### src/rtl/mem_access_unit_if.sv
// Request/response bus of the memory-access unit: the core drives requests as master,
// the unit accepts them and returns one completion pulse per request as slave.
interface mem_access_unit_if #(
  parameter int unsigned DATA_W = 32,
  parameter int unsigned ADDR_W = 32
) ();
  logic              req_valid;
  logic              req_ready;
  logic              req_write;
  logic [2:0]        req_mode;
  logic [ADDR_W-1:0] req_addr;
  logic [DATA_W-1:0] req_wdata;
  logic              resp_valid;
  logic [DATA_W-1:0] resp_rdata;
  logic              resp_misalign;

  modport master (
    output req_valid, req_write, req_mode, req_addr, req_wdata,
    input  req_ready, resp_valid, resp_rdata, resp_misalign
  );

  modport slave (
    input  req_valid, req_write, req_mode, req_addr, req_wdata,
    output req_ready, resp_valid, resp_rdata, resp_misalign
  );
endinterface

### src/rtl/mem_access_unit.sv
// Multi-cycle load/store unit: one request at a time, big-endian byte lanes (lane 0 is the
// MSB byte), zero/sign-extended loads, misaligned or illegal accesses flagged rather than done.
module mem_access_unit #(
  parameter int unsigned DATA_W     = 32,
  parameter int unsigned ADDR_W     = 32,
  parameter int unsigned RD_LATENCY = 1,
  localparam int unsigned NB = DATA_W / 8,
  localparam int unsigned BB = $clog2(NB)
) (
  input  logic                 clk,
  input  logic                 reset_n,
  mem_access_unit_if.slave     bus,
  output logic [ADDR_W-BB-1:0] ram_addr,
  output logic                 ram_wren,
  output logic [NB-1:0]        ram_byteen,
  output logic [DATA_W-1:0]    ram_wdata,
  input  logic [DATA_W-1:0]    ram_rdata
);

  localparam logic [2:0] ModeWord   = 3'd0;
  localparam logic [2:0] ModeByte   = 3'd1;
  localparam logic [2:0] ModeByteS  = 3'd2;
  localparam logic [2:0] ModeHword  = 3'd3;
  localparam logic [2:0] ModeHwordS = 3'd4;

  typedef enum logic [1:0] {StIdle, StAccess, StWait, StResp} state_e;

  state_e        state_q;
  logic          write_q;
  logic          err_q;
  logic [2:0]    mode_q;
  logic [BB-1:0] off_q;
  logic [1:0]    wait_q;

  logic          accept;
  logic          acc_err;
  logic [BB-1:0] req_off;
  int unsigned   req_lane;
  int unsigned   ld_lane;
  logic [NB-1:0]     st_byteen;
  logic [DATA_W-1:0] st_wdata;
  logic [DATA_W-1:0] ld_data;
  logic [7:0]        ld_byte;
  logic [15:0]       ld_half;

  assign bus.req_ready = (state_q == StIdle) || (state_q == StResp);
  assign accept        = bus.req_valid && bus.req_ready;
  assign req_off       = bus.req_addr[BB-1:0];

  // Request decode: alignment check and lane placement of store data.
  always_comb begin
    req_lane  = 32'(req_off);
    acc_err   = 1'b0;
    st_byteen = '1;
    st_wdata  = bus.req_wdata;
    case (bus.req_mode)
      ModeWord: begin
        acc_err = (req_off != '0);
      end
      ModeByte, ModeByteS: begin
        st_byteen = NB'(1) << (NB - 1 - req_lane);
        st_wdata  = DATA_W'(bus.req_wdata[7:0]) << (8 * (NB - 1 - req_lane));
      end
      ModeHword, ModeHwordS: begin
        acc_err   = req_off[0];
        st_byteen = NB'(3) << (NB - 2 - req_lane);
        st_wdata  = DATA_W'(bus.req_wdata[15:0]) << (8 * (NB - 2 - req_lane));
      end
      default: begin
        acc_err = 1'b1;
      end
    endcase
  end

  // Load extraction mirrors the store lane mapping.
  always_comb begin
    ld_lane = 32'(off_q);
    ld_byte = 8'(ram_rdata >> (8 * (NB - 1 - ld_lane)));
    ld_half = 16'(ram_rdata >> (8 * (NB - 2 - ld_lane)));
    case (mode_q)
      ModeWord:   ld_data = ram_rdata;
      ModeByte:   ld_data = DATA_W'(ld_byte);
      ModeByteS:  ld_data = {{(DATA_W - 8){ld_byte[7]}}, ld_byte};
      ModeHword:  ld_data = DATA_W'(ld_half);
      ModeHwordS: ld_data = {{(DATA_W - 16){ld_half[15]}}, ld_half};
      default:    ld_data = '0;
    endcase
  end

  always_ff @(posedge clk) begin
    if (!reset_n) begin
      state_q           <= StIdle;
      write_q           <= 1'b0;
      err_q             <= 1'b0;
      mode_q            <= '0;
      off_q             <= '0;
      wait_q            <= '0;
      ram_addr          <= '0;
      ram_wren          <= 1'b0;
      ram_byteen        <= '0;
      ram_wdata         <= '0;
      bus.resp_valid    <= 1'b0;
      bus.resp_rdata    <= '0;
      bus.resp_misalign <= 1'b0;
    end else begin
      // Response outputs are a single-cycle pulse; zero unless set below.
      bus.resp_valid    <= 1'b0;
      bus.resp_rdata    <= '0;
      bus.resp_misalign <= 1'b0;
      case (state_q)
        StIdle, StResp: begin
          if (accept) begin
            write_q    <= bus.req_write;
            err_q      <= acc_err;
            mode_q     <= bus.req_mode;
            off_q      <= req_off;
            ram_addr   <= bus.req_addr[ADDR_W-1:BB];
            ram_wren   <= bus.req_write && !acc_err;
            ram_byteen <= acc_err ? '0 : (bus.req_write ? st_byteen : '1);
            ram_wdata  <= (bus.req_write && !acc_err) ? st_wdata : '0;
            state_q    <= StAccess;
          end else begin
            state_q <= StIdle;
          end
        end
        StAccess: begin
          ram_wren   <= 1'b0;
          ram_byteen <= '0;
          ram_wdata  <= '0;
          wait_q     <= '0;
          if (write_q || err_q) begin
            bus.resp_valid    <= 1'b1;
            bus.resp_misalign <= err_q;
            state_q           <= StResp;
          end else begin
            state_q <= StWait;
          end
        end
        StWait: begin
          // ram_addr is left untouched so the RAM sees a stable address.
          if (wait_q == 2'(RD_LATENCY - 1)) begin
            bus.resp_valid <= 1'b1;
            bus.resp_rdata <= ld_data;
            state_q        <= StResp;
          end else begin
            wait_q <= wait_q + 2'd1;
          end
        end
        default: begin
          state_q <= StIdle;
        end
      endcase
    end
  end

endmodule
### src/flat_wrapper.sv
// flat-port wrapper written by rule: the top's interface ports become plain ports
module mem_access_unit_flat 
#(
  parameter int unsigned DATA_W     = 32,
  parameter int unsigned ADDR_W     = 32,
  parameter int unsigned RD_LATENCY = 1,
  localparam int unsigned NB = DATA_W / 8,
  localparam int unsigned BB = $clog2(NB)
)
  (clk, reset_n, ram_addr, ram_wren, ram_byteen, ram_wdata, ram_rdata, bus_req_valid, bus_req_write, bus_req_mode, bus_req_addr, bus_req_wdata, bus_req_ready, bus_resp_valid, bus_resp_rdata, bus_resp_misalign);
  mem_access_unit_if #(.DATA_W(DATA_W), .ADDR_W(ADDR_W)) bus_i ();
  input  logic clk;
  input  logic reset_n;
  output logic [ADDR_W-BB-1:0] ram_addr;
  output logic ram_wren;
  output logic [NB-1:0] ram_byteen;
  output logic [DATA_W-1:0] ram_wdata;
  input  logic [DATA_W-1:0] ram_rdata;
  input wire logic [$bits(bus_i.req_valid)-1:0] bus_req_valid;
  input wire logic [$bits(bus_i.req_write)-1:0] bus_req_write;
  input wire logic [$bits(bus_i.req_mode)-1:0] bus_req_mode;
  input wire logic [$bits(bus_i.req_addr)-1:0] bus_req_addr;
  input wire logic [$bits(bus_i.req_wdata)-1:0] bus_req_wdata;
  output wire logic [$bits(bus_i.req_ready)-1:0] bus_req_ready;
  output wire logic [$bits(bus_i.resp_valid)-1:0] bus_resp_valid;
  output wire logic [$bits(bus_i.resp_rdata)-1:0] bus_resp_rdata;
  output wire logic [$bits(bus_i.resp_misalign)-1:0] bus_resp_misalign;
  assign bus_i.req_valid = bus_req_valid;
  assign bus_i.req_write = bus_req_write;
  assign bus_i.req_mode = bus_req_mode;
  assign bus_i.req_addr = bus_req_addr;
  assign bus_i.req_wdata = bus_req_wdata;
  assign bus_req_ready = bus_i.req_ready;
  assign bus_resp_valid = bus_i.resp_valid;
  assign bus_resp_rdata = bus_i.resp_rdata;
  assign bus_resp_misalign = bus_i.resp_misalign;
  mem_access_unit #(.DATA_W(DATA_W), .ADDR_W(ADDR_W), .RD_LATENCY(RD_LATENCY)) u_core (.clk(clk), .reset_n(reset_n), .bus(bus_i), .ram_addr(ram_addr), .ram_wren(ram_wren), .ram_byteen(ram_byteen), .ram_wdata(ram_wdata), .ram_rdata(ram_rdata));
endmodule
### config.mk
export PLATFORM = sky130hd
export DESIGN_NAME = mem_access_unit_flat
export DESIGN_NICKNAME = d
export VERILOG_FILES = /design/src/rtl/mem_access_unit_if.sv /design/src/rtl/mem_access_unit.sv /design/src/flat_wrapper.sv
export SDC_FILE = /design/constraint.sdc
export NUM_CORES = 1
export LEC_CHECK = 0
export ABC_AREA = 1
export BUFFER_PORTS_ARGS = -buffer_cell sky130_fd_sc_hd__buf_2
export CAP_MARGIN = 20
export CORE_MARGIN = 4
export CORE_UTILIZATION = 30
export CTS_CLUSTER_SIZE = 8
export DETAILED_ROUTE_END_ITERATION = 6
export PLACE_DENSITY = 0.59
export SLEW_MARGIN = 20
export SYNTH_ARGS = -nofsm -noshare
export SYNTH_HDL_FRONTEND = slang
export SYNTH_SLANG_ARGS = --single-unit
### constraint.sdc
create_clock -name clk -period 2.4 [get_ports clk]
set_input_delay 0.48 -clock clk [delete_from_list [all_inputs] [get_ports clk]]
set_output_delay 0.48 -clock clk [all_outputs]
set_load 0.01 [all_outputs]
Word level (Yosys, flattened, before mapping). Index checks and enable logic that the tools add are counted.

Eq/ne operators: 14. Multiplexer cells: 22. Reductions and logical operators: 20. $mul: 0. $lt $le $gt $ge: 0. Div/mod/pow operators: 0. Add/sub/neg operators: 5. Bitwise operators: 0. Shifts and indexed selects: 6.

Operators with widths (count): case mux 32 bit (5 select lines) (1); case mux 32 bit (2 select lines) (2); 2-to-1 mux 32 bit (2); << shifter 1 x 32 -> 4 bit (first input constant) (1); << shifter 16 x 32 -> 32 bit (1); << shifter 2 x 32 -> 4 bit (first input constant) (1); << shifter 8 x 32 -> 32 bit (1); >> shifter 32 x 32 -> 16 bit (1); >> shifter 32 x 32 -> 8 bit (1); case mux 4 bit (2 select lines) (2); equality test 3 x 2 -> 1 bit (second input constant) (4); 2-to-1 mux 4 bit (3); subtractor 2 x 2 -> 3 bit (first input constant) (4); equality test 3 x 1 -> 1 bit (second input constant) (2); equality test 3 bit (second input constant) (2); zero test 3 bit (2); case mux 2 bit (3 select lines) (1); AND reduction 2 bit (3); AND reduction 3 bit (2); nonzero test 2 bit (3); OR reduction 2 bit (3); 2-to-1 mux 1 bit (5); equality test 2 bit (second input constant) (2); zero test 2 bit (2); 11 further kinds (16).

Memories kept: 0. Memory bits (writable): 0. Flip-flop bits (word level): 112. Bits in latches: 0. Bits in read-only memories: 0. Output and inout port bits: 102. Input bits: 103.

Depth between registers and ports, before layout. Gate-level depths: netlist of the first run.

Depth in word-level cells: 8. Gate-level depth with buffers: 11.

Worst setup path before layout of the first run. No wires, ideal clock.

Path kind: input -> register. Start point: in bus_req_addr[0]. End point: reg u_core.ram_wdata[22]. Required time: 2268 ps. Arrival: 1786 ps. Cell stages on the path: 10. Setup time: 132 ps. Setup slack: 482 ps. Path through: inv_1 > buf_2 > ha_1 > inv_1 > clkbuf_1 > o21ai_0 > nand3_1 > nand3_1 > nand2_1 > a21oi_1.

Cells in the longest elaborated chain, start to end: 7. Elaborated cells on any way between the ends: 12. Classes of those cells: add/sub (2); shift (2); mux (5); reduce/logical (3).

RTL lines: start, declared (line flat_wrapper.sv:22) `input wire logic [$bits(bus_i.req_addr)-1:0] bus_req_addr;`; branches (longest 4 deep; another with subtractor 2 x 2 -> 3 bit); 2-to-1 mux 32 bit (*) (line mem_access_unit.sv:120) `ram_wdata <= (bus.req_write && !acc_err) ? st_wdata : '0;`; 2-to-1 mux 32 bit (*) (line mem_access_unit.sv:112) `if (accept) begin`; case mux 32 bit (2 select lines) (*) (line mem_access_unit.sv:110) `case (state_q)`; end signal, assigned (line mem_access_unit.sv:120); end, declared (line mem_access_unit.sv:16) `output logic [DATA_W-1:0] ram_wdata,`.

Every way passes the cells marked *. The select of a mux whose other input is x is not followed. A chain may end at the register's enable or synchronous reset.

Final worst setup path of the first run.
Start point: reg u_core.off_q[0]. End point: reg u_core.bus.resp_rdata[15].

Cells in the longest elaborated chain, start to end: 3. Elaborated cells on any way between the ends: 5. Classes of those cells: add/sub (2); shift (2); mux (1).

RTL lines: start, declared (line mem_access_unit.sv:32) `logic [BB-1:0] off_q;`; start signal, assigned (line mem_access_unit.sv:116) `off_q <= req_off;`; subtractor 2 x 2 -> 3 bit, on equally long branches (line mem_access_unit.sv:79, mem_access_unit.sv:78); >> shifter 32 x 32 -> 16 bit or >> shifter 32 x 32 -> 8 bit (tied branches) (line mem_access_unit.sv:79, mem_access_unit.sv:78); case mux 32 bit (5 select lines) (*) (line mem_access_unit.sv:80) `case (mode_q)`; end signal, assigned (line mem_access_unit.sv:143) `bus.resp_rdata <= ld_data;`; end, declared (line mem_access_unit_if.sv:24) `output req_ready, resp_valid, resp_rdata, resp_misalign`.

Mark *: on every way between the ends. The rest lies on a longest branch, timed or not.

==> results of run 1 <==
placed cells by master (no fill, tap or decap), types with 3 or more instances in the layout:
master     Yosys  routed
buf_4          6      35
nor3_1        12      12
nor2_1       153     153
ha_1          10      10
nand2_1      260     260
dfxtp_1      112     112
a31oi_1        6       6
nand2_2        5       5
o211ai_1       8       8
inv_1         64      64
inv_2          6       6
clkinv_1       3       3
a21oi_1       72      72
nor2_4         4       4
o21ai_0       79      79
nand3_1      118     118
buf_2         21     204
clkbuf_16      0       9
nand3_2        3       3
nand4_1        5       5
worst max-delay path, delay by kind of cell (launching register included):
kind,cells,cell delay (ns)
compound gates,1,0.19
buf+inv,3,0.66
flops,1,0.33
simple gates,4,0.85
routing by layer:
metal / up-vias / global-route usage, %
li1: 3578 / -
met1: 3187 / 23.5
met2: 279 / 30.0
met3: 32 / 3.98
met4: 0 / 5.91
met5: - / 0
final cells by class:
cell class	instances	area share [%]
Multi-Input combinational cell	744	43.1
Inverter	73	3.48
Timing Repair Buffer	239	16.3
Tap cell	270	4.29
Clock inverter	5	1.26
Sequential cell	112	28.5
Clock buffer	11	3.09
registers in the layout (all words and copies together) (netlist names):
| name | count |
|---|---|
| u_core.bus.resp_misalign | 1 |
| u_core.bus.resp_rdata | 32 |
| u_core.bus.resp_valid | 1 |
| u_core.err_q | 1 |
| u_core.mode_q | 3 |
| u_core.off_q | 2 |
| u_core.ram_addr | 30 |
| u_core.ram_byteen | 4 |
| u_core.ram_wdata | 32 |
| u_core.ram_wren | 1 |
| u_core.state_q | 2 |
| u_core.wait_q | 2 |
| u_core.write_q | 1 |
power breakdown:
group / switching (mW) / leakage (nW) / internal [mW] / total, mW
combinational: 1.12 / 2.86 / 0.583 / 1.71
clock: 0.745 / 0.167 / 0.970 / 1.72
sequential: 0.0747 / 0.913 / 2.01 / 2.08
total: 1.94 / 3.94 / 3.56 / 5.51
cells by family after synthesis:
logic type	synth area share (%)
AO/OA/AOI/OAI	14.2
adder cells (fa/ha/maj)	2.00
buffers and inverters	9.80
flip-flops	35.9
AND/OR/NAND/NOR	38.1
path summary, 6_finish.rpt:
path              depth (start not counted)  slack [ns]                   endpoint                 from
hold reg to reg                           2        0.46        u_core.ram_wdata[1]  u_core.ram_wdata[1]
setup reg to reg                          8        0.28  u_core.bus.resp_rdata[15]      u_core.off_q[0]
hold / removal                            3        0.37         u_core.ram_addr[6]      bus_req_addr[8]
setup / recovery                          8        0.28  u_core.bus.resp_rdata[15]      u_core.off_q[0]
through the flow:
step           power, mW  area [sq um]  hold slack, ns
6_report            5.51          7870           0.371
5_1_grt             5.86          7870           0.379
4_1_cts             5.56          7870           0.357
3_5_place_dp        3.83          7520           0.455
3_3_place_gp        3.81          7520           0.450
2_1_floorplan       3.24          6240           0.430
==> run summary, run 1 <==
Run status: complete, no violations
Seq/Total Area, Yosys: 35.9%
Hold Path Class: input pin to flip-flop
Clock transition at path regs: 0.08 ns
Reg area: 0.00224 sq mm
Synth top area share: 35.9%
Period utilization: 88.4%
Crit-path cells: buf_4 > inv_2 > nand2_1 > nand3_1 > nand3_2 > nand2_1 > inv_1 > a21oi_1
Post-CTS Setup Bufs: 0
Routed length per instance: 14.9 um
Pwr Density: 700 mW/mm^2
# DRC: 0
Worst Setup End Kind: flip-flop
Setup TNS: 0 ns
Slew @ Worst Pin: 0.526 ns
Layout cells sized above 1: 23.3%
Core box area: 0.0204 sq mm
Cell variety after synth: 28
WL met1: 9610 um
Hold Fails Final Rpt: 0
DR WL met3: 1570 um
Number of CTS-inserted buffers: 9
Slowest CP cell: nand2_1
CTS tree: done
Count leader, synth: nand2_1
Initial antenna violation count: 0
Yosys Warn Count: 0
Initial Util: 30.6%
Num ports: 205
Leak pwr: 3.94 nW
Max incr delay on CP: 0.38 ns
Async set-reset flop share out of synthesis: 0%
Vias per inst: 4.87
Die footprint: 0.0232 sq mm
Largest area contributor in the netlist: dfxtp_1
Crit-path most repeated cell: nand2_1
EDFF count, synth: 0
Pre-CTS worst setup slack: 0.308 ns
First-pass GRT wire length: 35100 um
Final Max Slew Viols: 0
Ant diodes: 0
Post-synth top flop: dfxtp_1
Total wire length: 21700 um
Highest routed layer: met4
Setup violators final: 0
Number of max-cap violations: 0
Min Tclk post-route: 2.12 ns
Number of global-route vias before repair: 6792
Fmax: 471 MHz
Cts hold-fix bufs: 0
Final core utilization: 38.6%
Metal2 WL: 10100 um
DR iter-0 viols: 487
Slew headroom: 64.7%
Row count: 52
Crit path max fanout: 16
Final net count: 1292
Final clock skew: 0.0115 ns
Antenna-violating nets left: 0
Non-filler cells in the finished layout: 1454
DP Wirelength: 16300 um
Die X: 152 um
Net Count, Synth: 1107
Latest clock arrival within the worst-skew pair: 0.36 ns
CTS H-tree depth: 3
Mapped Area: 0.00624 sq mm
Crit path required time: 2.68 ns
Die span in y: 152 um
CP Class: flip-flop to flip-flop
Post-cts resize count: 0
Synth-to-layout area growth: 26.0%
Drt pass-1 iters: 5
Clock root cell: clkbuf_16
Top cells by count, synth: nand2_1 (260), nor2_1 (153), nand3_1 (118)
RSZ-0062 raised after global routing: false
Gr ovfl total: 0
Avg Cell Area, Syn: 6.28 sq um
Total track usage: 18.1%
Routability cong.: 0.927
Pin count of the biggest net entering global routing: 47
Filler cell count: 2240
Worst setup margin: 0.277 ns
Inst Count DP: 1438
Synth Register Bits: 112
Crit path launch type: flip-flop
Worst vdd ir: 0.308 mV
Clock tree buffer depth: 2
Vias: 7076
Synth area leaders: dfxtp_1 (36%), nand2_1 (16%), nand3_1 (9.5%)
Critical Path AT: 2.40 ns
Gate Count Post-Synth: 994
Multi-input logic area: 0.00339 sq mm
Input/output buffers: 204
Clk sinks: 112
(Power assumes the default switching activity.)
==> inputs of run 2 (changes only) <==
- CTS_BUF_LIST: unset -> sky130_fd_sc_hd__clkbuf_2
==> run 2 against run 1 <==
  * Wire length up 0.49%
  * Final area increased by 0.72%
  * Largest cell class unchanged
  * Combinational power barely moved
  * Worst hold slack got worse by 0.31 ns
  * Utilization rose by 0.28 points
  * Clock-buffer cell count is 1 lower
==> run summary, run 2 (synthesized netlist as in run 1, its figures left out) <==
Hold Fails Final Rpt: 0 (unchanged)
Post-route cell area: 0.00792 sq mm (was 0.00787 sq mm)
Clock root cell: clkbuf_2 (was clkbuf_16)
R2R setup slack: 0.26 ns (was 0.28 ns)
R2R Path End: u_core.bus.resp_rdata[15] (unchanged)
DP Area: 0.00752 sq mm (unchanged)
First-pass GRT wire length: 35400 um (was 35100 um)
Final clock skew: 0.0661 ns (was 0.0115 ns)
Routability cong.: 0.927 (unchanged)
Antenna-violating nets left: 0 (unchanged)
CTS H-tree depth: 3 (unchanged)
Clock tree buffer depth: 2 (unchanged)
DP Wirelength: 16300 um (unchanged)
Final net count: 1316 (was 1292)
Total wire length: 21800 um (was 21700 um)
Most common cell after layout, fill and taps aside: nand2_1 (unchanged)
Setup TNS: 0 ns (unchanged)
CTS tree: done (unchanged)
Die X: 152 um (unchanged)
Crit path launch type: flip-flop (unchanged)
Routed length per instance: 14.7 um (was 14.9 um)
Min Tclk post-route: 2.14 ns (was 2.12 ns)
Leak pwr: 3.96 nW (was 3.94 nW)
Pwr Density: 617 mW/mm^2 (was 700 mW/mm^2)
Slowest CP cell: dfxtp_1 (was nand2_1)
Initial Util: 30.6% (unchanged)
Crit path max fanout: 16 (unchanged)
Reg power frac: 42.9% (was 37.9%)
Crit path required time: 2.96 ns (was 2.68 ns)
Reg2reg start: u_core.off_q[0] (unchanged)
Sw Share: 38.6% (was 35.3%)
Pin count of the biggest net entering global routing: 47 (unchanged)
Worst vdd ir: 0.224 mV (was 0.308 mV)
CP startpoint: u_core.off_q[0] (unchanged)
DR iter-0 viols: 419 (was 487)
Clk sinks: 112 (unchanged)
Logic pwr share: 35.5% (was 31.0%)
Initial antenna violation count: 2 (was 0)
Fmax: 467 MHz (was 471 MHz)
Vias per inst: 4.84 (was 4.87)
Latest clock arrival within the worst-skew pair: 0.66 ns (was 0.36 ns)
Crit-path cells: buf_4 > inv_2 > nand2_1 > nand3_1 > nand3_2 > nand2_1 > inv_1 > a21oi_1 (unchanged)
Row count: 52 (unchanged)
Vias: 7164 (was 7076)
RSZ-0062 raised after global routing: false (unchanged)
Drt pass-1 iters: 5 (unchanged)
Die footprint: 0.0232 sq mm (unchanged)
CP Class: flip-flop to flip-flop (unchanged)
Input/output buffers: 204 (unchanged)
# DRC: 0 (unchanged)
Synth-to-layout area growth: 26.9% (was 26.0%)
Setup violators final: 0 (unchanged)
Worst hold stages: 3 (unchanged)
Max incr delay on CP: 0.40 ns (was 0.38 ns)
Internal power: 3.00 mW (was 3.56 mW)
Post-cts resize count: 0 (unchanged)
Total track usage: 18.3% (was 18.1%)
Top flop regs: u_core.bus.resp_rdata x32, u_core.ram_wdata x32, u_core.ram_addr x30 (unchanged)
Critical Path AT: 2.70 ns (was 2.40 ns)
Layout cells sized above 1: 22.8% (was 23.3%)
CP endpoint: u_core.bus.resp_rdata[15] (unchanged)
Die span in y: 152 um (unchanged)
Reg area: 0.00224 sq mm (unchanged)
Number of global-route vias before repair: 6925 (was 6792)
Gr ovfl total: 0 (unchanged)
Clock transition at path regs: 0.37 ns (was 0.08 ns)
Filler cell count: 2251 (was 2240)
Slew headroom: 64.5% (was 64.7%)
Slew @ Worst Pin: 0.529 ns (was 0.526 ns)
Number of max-cap violations: 0 (unchanged)
Period utilization: 89.2% (was 88.4%)
Num ports: 205 (unchanged)
Number of CTS-inserted buffers: 9 (unchanged)
Post-CTS Setup Bufs: 0 (unchanged)
Worst Setup End Kind: flip-flop (unchanged)
Clock share of power: 21.7% (was 31.2%)
Hold Path Class: input pin to flip-flop (unchanged)
Commonest cells after routing, fill and taps aside: nand2_1 (260), buf_2 (204), nor2_1 (153) (unchanged)
Core box area: 0.0204 sq mm (unchanged)
Final Max Slew Viols: 0 (unchanged)
R2R depth: 8 (unchanged)
Crit-path most repeated cell: nand2_1 (unchanged)
Switching power: 1.89 mW (was 1.94 mW)
Run status: complete, no violations (unchanged)
Multi-input logic area: 0.00339 sq mm (unchanged)
## run 2: critical path, delay by kind of cell, from the launching register on
kind                   cells  cell delay, ns
buffers and inverters      3            0.66
AND/OR/NAND/NOR            4            0.85
AO/OA/AOI/OAI              1            0.19
flip-flops                 1            0.40
## run 2: area by class of cell
cell class	count	area share, %
sequential	112	28.3
clock buffer	10	0.632
timing repair buffer	263	19.2
antenna	2	0.0632
clock inverter	6	1.30
tap	270	4.26
inverter	73	3.46
multi-input combinational	744	42.8
## run 2: worst min path at each step
| stage | startpoint | to |
|---|---|---|
| after global routing | bus_req_write | u_core.write_q |
| after detailed placement | u_core.ram_wdata[24] | u_core.ram_wdata[24] |
| after CTS | bus_req_addr[6] | u_core.ram_addr[4] |
| after global placement | u_core.ram_wdata[1] | u_core.ram_wdata[1] |
| after floorplan | u_core.err_q | u_core.bus.resp_misalign |
| final | bus_req_addr[6] | u_core.ram_addr[4] |
## run 2: repair_timing
item | in CTS | in global routing
hold buffers | 22 | 2
setup endpoints to repair | 0 | 0
endpoints found under the hold margin | 22 | 2
## run 2: per-layer routing
metal | routed length (um) | share of wire, % | GRT usage [%]
met1 | 9580 | 44 | 23.6
met3 | 1580 | 7.3 | 4.49
met5 | 0 | 0 | 0
met4 | 427 | 2.0 | 5.65
met2 | 10200 | 47 | 30.3
## run 2: power by group through the flow
stage          Clock, mW  Sequential (mW)  Combinational, mW
5_1_grt             1.17             2.12               1.95
3_5_place_dp           0             2.13               1.70
6_report            1.06             2.09               1.73
4_1_cts             1.11             2.10               1.73
3_3_place_gp           0             2.13               1.69
2_1_floorplan          0             2.18               1.05
## run 2: metrics by stage
step / worst slack (ns) / power [mW] / hold WS [ns] / instances / utilization [%]
CTS: 0.254 / 4.94 / 0.000882 / 1476 / 38.8
finish: 0.260 / 4.89 / 0.0585 / 1480 / 38.9
global placement: 0.308 / 3.81 / 0.450 / 1438 / 37.0
floorplan: 0.482 / 3.24 / 0.430 / 994 / -
detailed placement: 0.308 / 3.83 / 0.455 / 1438 / 37.0
global route: 0.0470 / 5.25 / 0.00621 / 1480 / 38.9
